## config.mk

```make
export PLATFORM = sky130hd
export DESIGN_NAME = axi4_lite_write_slave_responder
export DESIGN_NICKNAME = d
export VERILOG_FILES = /design/src/rtl/axi4_lite_write_slave_responder.sv
export SDC_FILE = /design/constraint.sdc
export NUM_CORES = 1
export LEC_CHECK = 0
export CORE_UTILIZATION = 61
export DETAILED_ROUTE_END_ITERATION = 10
export GPL_TIMING_DRIVEN = 0
export PLACE_DENSITY = 0.82
export SETUP_SLACK_MARGIN = 0.15
export SKIP_LAST_GASP = 1
export SYNTH_ARGS = -nofsm -noshare
export SYNTH_HDL_FRONTEND = slang
export SYNTH_SLANG_ARGS = --single-unit
```

## constraint.sdc

```tcl
create_clock -name aclk -period 28.2 [get_ports aclk]
set_input_delay 5.64 -clock aclk [delete_from_list [all_inputs] [get_ports aclk]]
set_output_delay 5.64 -clock aclk [all_outputs]
set_load 0.005 [all_outputs]
```

## src/rtl/axi4_lite_write_slave_responder.sv

```systemverilog
// AXI4-Lite write slave endpoint: one transaction at a time, programmable
// AW/W/B delays, address window decode and a byte-strobed register file.
module axi4_lite_write_slave_responder #(
    parameter int                       ADDRESS_WIDTH = 32,
    parameter int                       DATA_WIDTH    = 32,
    parameter int                       DELAY_WIDTH   = 5,
    parameter int                       MEM_DEPTH     = 16,
    parameter logic [ADDRESS_WIDTH-1:0] MIN_ADDRESS   = 32'h0000_0000,
    parameter logic [ADDRESS_WIDTH-1:0] MAX_ADDRESS   = 32'h0000_0FFF,
    parameter bit                       SECURE_ONLY   = 1'b0
) (
    input  logic                         aclk,
    input  logic                         areset,
    input  logic [ADDRESS_WIDTH-1:0]     awaddr,
    input  logic [2:0]                   awprot,
    input  logic                         awvalid,
    output logic                         awready,
    input  logic [DATA_WIDTH-1:0]        wdata,
    input  logic [DATA_WIDTH/8-1:0]      wstrb,
    input  logic                         wvalid,
    output logic                         wready,
    output logic [1:0]                   bresp,
    output logic                         bvalid,
    input  logic                         bready,
    input  logic [DELAY_WIDTH-1:0]       cfgAwreadyDelay,
    input  logic [DELAY_WIDTH-1:0]       cfgWreadyDelay,
    input  logic [DELAY_WIDTH-1:0]       cfgBvalidDelay,
    input  logic [$clog2(MEM_DEPTH)-1:0] dbgIndex,
    output logic [DATA_WIDTH-1:0]        dbgData
);

    localparam int STRB_WIDTH  = DATA_WIDTH / 8;
    localparam int BYTE_SHIFT  = $clog2(STRB_WIDTH);
    localparam int INDEX_WIDTH = $clog2(MEM_DEPTH);
    localparam logic [ADDRESS_WIDTH-1:0] DEPTH_LIMIT = ADDRESS_WIDTH'(MEM_DEPTH);
    localparam logic [DELAY_WIDTH-1:0]   DELAY_ONE   = DELAY_WIDTH'(1);

    localparam logic [1:0] RESP_OKAY   = 2'b00;
    localparam logic [1:0] RESP_SLVERR = 2'b10;
    localparam logic [1:0] RESP_DECERR = 2'b11;

    typedef enum logic [1:0] {ST_ACCEPT, ST_EXEC, ST_BWAIT, ST_BRESP} state_t;

    state_t state, state_next;

    logic                     aw_captured, aw_pending;
    logic [DELAY_WIDTH-1:0]   aw_count;
    logic [ADDRESS_WIDTH-1:0] aw_addr_q;
    logic                     aw_nonsecure_q;
    logic                     w_captured, w_pending;
    logic [DELAY_WIDTH-1:0]   w_count;
    logic [DATA_WIDTH-1:0]    w_data_q;
    logic [STRB_WIDTH-1:0]    w_strb_q;
    logic [DELAY_WIDTH-1:0]   b_count;

    logic                     aw_done, w_done;
    logic                     below_min;
    logic [ADDRESS_WIDTH-1:0] offset, word_index;
    logic [INDEX_WIDTH-1:0]   mem_index;
    logic [1:0]               resp_code;
    logic                     write_enable;
    logic                     unused_prot;

    logic [DATA_WIDTH-1:0] mem [MEM_DEPTH];

    assign unused_prot = ^{awprot[2], awprot[0]};
    assign aw_done     = aw_captured || (awready && awvalid);
    assign w_done      = w_captured || (wready && wvalid);
    assign dbgData     = mem[dbgIndex];

    always_ff @(posedge aclk or posedge areset) begin
        if (areset) state <= ST_ACCEPT;
        else        state <= state_next;
    end

    always_comb begin
        state_next = state;
        case (state)
            ST_ACCEPT: if (aw_done && w_done) state_next = ST_EXEC;
            ST_EXEC:   state_next = (cfgBvalidDelay == '0) ? ST_BRESP : ST_BWAIT;
            ST_BWAIT:  if (b_count == DELAY_ONE) state_next = ST_BRESP;
            ST_BRESP:  if (bvalid && bready) state_next = ST_ACCEPT;
            default:   state_next = ST_ACCEPT;
        endcase
    end

    // Each channel: wait out its sampled delay, pulse ready for one cycle, then stay captured.
    always_ff @(posedge aclk or posedge areset) begin
        if (areset) begin
            awready        <= 1'b0;
            aw_pending     <= 1'b0;
            aw_captured    <= 1'b0;
            aw_count       <= '0;
            aw_addr_q      <= '0;
            aw_nonsecure_q <= 1'b0;
        end else if (state != ST_ACCEPT) begin
            awready     <= 1'b0;
            aw_pending  <= 1'b0;
            aw_captured <= 1'b0;
        end else if (awready) begin
            awready <= 1'b0;
            if (awvalid) begin
                aw_captured    <= 1'b1;
                aw_addr_q      <= awaddr;
                aw_nonsecure_q <= awprot[1];
            end
        end else if (aw_pending) begin
            if (aw_count == DELAY_ONE) begin
                awready    <= 1'b1;
                aw_pending <= 1'b0;
            end else begin
                aw_count <= aw_count - DELAY_ONE;
            end
        end else if (!aw_captured && awvalid) begin
            if (cfgAwreadyDelay == '0) begin
                awready <= 1'b1;
            end else begin
                aw_pending <= 1'b1;
                aw_count   <= cfgAwreadyDelay;
            end
        end
    end

    always_ff @(posedge aclk or posedge areset) begin
        if (areset) begin
            wready     <= 1'b0;
            w_pending  <= 1'b0;
            w_captured <= 1'b0;
            w_count    <= '0;
            w_data_q   <= '0;
            w_strb_q   <= '0;
        end else if (state != ST_ACCEPT) begin
            wready     <= 1'b0;
            w_pending  <= 1'b0;
            w_captured <= 1'b0;
        end else if (wready) begin
            wready <= 1'b0;
            if (wvalid) begin
                w_captured <= 1'b1;
                w_data_q   <= wdata;
                w_strb_q   <= wstrb;
            end
        end else if (w_pending) begin
            if (w_count == DELAY_ONE) begin
                wready    <= 1'b1;
                w_pending <= 1'b0;
            end else begin
                w_count <= w_count - DELAY_ONE;
            end
        end else if (!w_captured && wvalid) begin
            if (cfgWreadyDelay == '0) begin
                wready <= 1'b1;
            end else begin
                w_pending <= 1'b1;
                w_count   <= cfgWreadyDelay;
            end
        end
    end

    // The subtraction borrow doubles as the below-window test.
    always_comb begin
        {below_min, offset} = {1'b0, aw_addr_q} - {1'b0, MIN_ADDRESS};
        word_index   = offset >> BYTE_SHIFT;
        mem_index    = word_index[INDEX_WIDTH-1:0];
        resp_code    = RESP_OKAY;
        write_enable = 1'b0;
        if (below_min || (aw_addr_q > MAX_ADDRESS)) begin
            resp_code = RESP_DECERR;
        end else if (SECURE_ONLY && aw_nonsecure_q) begin
            resp_code = RESP_SLVERR;
        end else if (word_index >= DEPTH_LIMIT) begin
            resp_code = RESP_SLVERR;
        end else begin
            write_enable = 1'b1;
        end
    end

    always_ff @(posedge aclk or posedge areset) begin
        if (areset) begin
            bvalid  <= 1'b0;
            bresp   <= RESP_OKAY;
            b_count <= '0;
            for (int i = 0; i < MEM_DEPTH; i++) mem[i] <= '0;
        end else begin
            bvalid <= (state_next == ST_BRESP);
            if (state == ST_EXEC) begin
                bresp   <= resp_code;
                b_count <= cfgBvalidDelay;
                if (write_enable) begin
                    for (int i = 0; i < STRB_WIDTH; i++) begin
                        if (w_strb_q[i]) mem[mem_index][8*i +: 8] <= w_data_q[8*i +: 8];
                    end
                end
            end else if (state == ST_BWAIT) begin
                b_count <= b_count - DELAY_ONE;
            end
        end
    end

endmodule

```

# [Yosys cells after proc, flatten, opt, wreduce, memory -nomap -nowiden]
# Cells that the tools add are included.
# Widths: inputs -> output; s select.
[totals] reg_bits=606
[op_classes] mux=74 reduce_logical=30 n_bitwise=5 n_lt_le_gt_ge=5 eq_ne=13 n_addsub=3
[ops] operator="$mux 512" count=10
[ops] operator="$bwmux 512" count=4
[ops] operator="$demux 32 s4" count=4
[ops] operator="$bmux 32 s4" count=1
[ops] operator="$mux 32" count=3
[ops] operator="$mux 5" count=10
[ops] operator="$mux 1" count=33
[ops] operator="$gt 32x12->1 const B" count=1
[ops] operator="$ge 30x5->1 const B" count=1
[ops] operator="$mux 24" count=1
[ops] operator="$mux 16" count=1
[ops] operator="$reduce_bool 2->1" count=8
[ops] operator="$eq 5x1->1 const B" count=3
[ops] operator="$logic_not 5->1" count=3
[ops] operator="$sub 5x1->5 const B" count=3
[ops] operator="$ge 5x5->1 const B" count=2
[ops] operator="$mux 2" count=5
[ops] operator="$not 4->5" count=2
[ops] operator="$reduce_and 5->1" count=2
[ops] operator="$mux 8" count=1
[ops] operator="$ne 2x2->1 const B" count=4
[ops] operator="$pmux 2 s4" count=1
[ops] operator="$logic_and 1x1->1" count=7
[ops] operator="$eq 2x2->1 const B" count=3
[ops] operator="other kinds (9)" count=17

# [Longest topological paths before layout]
[logic_depth] depth_word=19 depth_mapped=9 depth_no_buf=6

# [Least setup slack after synthesis]
# No wires, ideal clock.
[synth_path] kind="input to output" from="input dbgIndex[1]" to="output dbgData[16]" cell_stages=4 slack_ns=14.848 required_time_ns=22.560 t_arrival_ns=7.712 cell_sequence="clkbuf_1 > clkbuf_1 > mux4_2 > mux4_2"
[synth_via] elab_chain_cells=4
[synth_lines] element="start, declared" line_no="28" source="input logic [$clog2(MEM_DEPTH)-1:0] dbgIndex,"
[synth_lines] element="$not 4->5 (implied by the code)" line_no="69" source="assign dbgData = mem[dbgIndex];"
[synth_lines] element="$bmux 32 s4" line_no="69"
[synth_lines] element="$mux 32 (implied by the code) (2 in a row)" line_no="69"
[synth_lines] element="end, declared" line_no="29" source="output logic [DATA_WIDTH-1:0] dbgData"
# No other way between the ends. The select of a mux whose other input is x is not followed.

# [Final worst setup path]
[layout_path] from="input dbgIndex[1]" to="output dbgData[31]"
# The elaborated chain is that of the path after synthesis.

==> impl_metrics.py <==
metrics = {
    "outcome": {
        "status": "complete, no violations",
    },
    "clock_tree": {
        "cts_tree": "yes",
        "cts.sinks": 604,
        "tritoncts.num_buffers": 60,
        "cts.repair.resized": 0,
        "clk_path_buf_depth": 3,
        "clock-root-buffer": "clkbuf_16",
        "cts_setup_buffers": 0,
        "clk_pin_slew_ps": 60,
        "clock_latency_ps": 630,
        "htreeDepth": 2,
        "cts_hold_buf": 0,
    },
    "run": {
        "maxCapViolations": 0,
    },
    "critical_path": {
        "cpMaxStageDelayCell": "clkbuf_1",
        "critPathArrivalTime_ps": 9280,
        "reg2reg_to": "mem[510]",
        "endpoint_kind": "primary output",
        "cp.required_ps": 22560,
        "reg2reg_from": "state[1]",
        "crit_family": "buffers and inverters",
        "r2r_cells": 9,
        "crit_buf_inv": 4,
        "path_class": "in2out",
        "critPathMaxStageDelay_ps": 790,
        "reg2reg_slack_ps": 24750,
        "crit_chain": "clkbuf_1, clkbuf_1, clkbuf_1, mux4_2, mux4_2, clkdlybuf4s50_1",
        "cpMostUsedCell": "clkbuf_1",
        "cp-start-kind": "input pin",
        "critPathMaxFanout": 10,
    },
    "floorplanning": {
        "rows": 77,
        "start_util_pct": 62.4,
        "io_pins": 132,
        "fp.dieW_um": 216,
        "die_y_um": 216,
        "die-area_mm2": 0.0465,
        "core_area_mm2": 0.0446,
    },
    "final_layout": {
        "fin_area_mm2": 0.0321,
        "fin_util_pct": 71.9,
        "drive_above_1_share_pct": 48.1,
        "final_cell_mix": "dfrtp_1 (604), mux2_2 (530), mux4_2 (160), clkdlybuf4s50_1 (123), clkbuf_1 (75)",
        "fin_nets": 1983,
        "instances_no_fill": 2518,
        "fillers": 2828,
        "final_common_cell": "dfrtp_1",
        "area_growth_pct": 15.2,
    },
    "grt": {
        "grt_usage_pct": 29.0,
        "overflow": 0,
        "grt_max_degree": 138,
        "grt_pass1_vias": 16882,
        "antenna_found_initial": 1,
        "grt_pass1_wl_mm": 101,
    },
    "placed_design": {
        "placed_area_mm2": 0.0299,
        "gp_congestion": 0.883,
        "place_inst": 2408,
        "io_buffer_count": 123,
        "place_hpwl_mm": 41.8,
        "dpl_worst_slack_ps": 13320,
    },
    "logic_synthesis": {
        "synth.cell_area_mm2": 0.0278,
        "syn_nets": 1794,
        "synthArstFlopShare_pct": 100,
        "synth_cell_types": 50,
        "syn_avg_cell_area_um2": 16.5,
        "synth_area_leader_cell": "dfrtp_1",
        "synth_enable_flop_cells": 0,
        "yosysSeqAreaShare_pct": 54.3,
        "ys_ff_latch": 604,
        "postSynthCellCount": 1689,
        "yosys-top-cells-area": "dfrtp_1 (54%), mux2_2 (21%), mux4_2 (13%)",
        "synth_top_area_share_pct": 54.3,
        "yosysWarningCount": 0,
        "synth_ff_type": "dfrtp_1",
    },
    "worst_hold_path": {
        "hold_class": "reg2reg",
        "min_from": "mem[264]",
        "whs_path_depth": 1,
        "hold_end": "mem[264]",
    },
    "detailed_routing": {
        "wl_mm": 64.6,
        "detail_route.wl_per_cell_um": 25.7,
        "via_per_inst": 6.32,
        "drt_iter0_markers": 1345,
        "first_pass_iters": 7,
        "num_vias": 15907,
        "route.detailed.drc": 0,
        "drtAntennaViolNets": 0,
    },
    "power": {
        "leakage_nw": 15.3,
        "power_mw": 2.10,
        "ir_drop_uv": 60.9,
        "p_per_area_mw_per_mm2": 65.6,
    },
    "sta": {
        "max_slew_margin_pct": 15.3,
        "setup_viol": 0,
        "fin_crit_sh_pct": 52.9,
        "tns_ps": 0,
        "rsz0062_at_grt": "false",
        "layout_setup_ws_ps": 13280,
        "hold_viol": 0,
        "fmax_mhz": 67.0,
        "timing.hold.ws_ps": 499,
        "tightest_slew_ps": 1270,
        "final.min_clock_period_ps": 14920,
        "fin_worst_skew_ps": 22.6,
        "maxSlewViolCount": 0,
    },
}
-- sequential cells by signal, summed over array words and instances (netlist names) --
register / cells
w_captured: 1
bvalid: 1
aw_captured: 1
wready: 1
w_count: 5
aw_count: 5
bresp: 2
mem: 512
b_count: 5
w_pending: 1
state: 2
aw_pending: 1
aw_addr_q: 30
w_data_q: 32
awready: 1
w_strb_q: 4
-- per-layer routing --
metal / vias to the layer above / track usage, % / routed length (µm)
met5: - / 0 / 0
met4: 0 / 11.0 / 2210
met3: 134 / 6.26 / 3940
met2: 448 / 45.0 / 31300
met1: 8553 / 40.6 / 27200
li1: 6772 / - / -
-- power by group --
part,total (mW),switching (mW),internal (mW),leakage [nW]
sequential,0.946,0.0421,0.904,8.39
clock,0.855,0.337,0.518,1.04
combinational,0.303,0.191,0.112,5.84
total,2.10,0.570,1.53,15.3
-- kinds of logic after synthesis --
logic type                 synth area share (%)
adders and majority gates                 0.449
DFF                                        54.3
muxes                                      37.2
AOI/OAI and AO/OA                         0.868
and+or+nand+nor                            5.30
buffers and inverters                      1.89
-- cell type report --
cell class | count | area (µm²) | share of cell area (%)
clock buffers | 83 | 1730 | 5.39
well taps | 592 | 741 | 2.31
diodes | 1 | 2.50 | 0.00781
flip-flops and latches | 604 | 15100 | 47.1
inverters | 16 | 67.6 | 0.211
clock inverters | 26 | 402 | 1.25
repair buffers | 127 | 1340 | 4.18
multi-input cells | 967 | 12200 | 38.0
plain buffers | 102 | 465 | 1.45
-- Yosys cell counts, types with 5 or more instances --
cell type / instances
mux4_2: 160
a21oi_1: 13
buf_2: 12
mux2_4: 48
ha_1: 10
o21ai_0: 7
nand3_4: 30
buf_1: 18
nand2b_1: 10
nand2_1: 16
dfrtp_1: 604
mux2i_1: 5
nor4_1: 5
clkbuf_1: 65
nor3_1: 15
inv_1: 16
nand3_1: 14
and3_1: 10
nor2_1: 23
nand3_2: 18
mux2_2: 530
-- worst reg2reg max path, cell delays in order (launching register included) --
cell and delay, ps:
dfrtp_1 430, inv_1 100, ha_1 130, buf_2 220, nor4b_1 310, and4_2 370, buf_6 190, buf_1 490
nand3_1 620, mux2_2 480
-- how the worst max path moves through the flow --
stage | start | end | cells after the start
2_1_floorplan | areset | aw_addr_q[10] | 1
3_3_place_gp | areset | mem[492] | 2
3_5_place_dp | dbgIndex[1] | dbgData[19] | 6
4_1_cts | dbgIndex[1] | dbgData[31] | 6
5_1_grt | dbgIndex[1] | dbgData[23] | 6
6_report | dbgIndex[1] | dbgData[31] | 6
(Power assumes the default switching activity.)
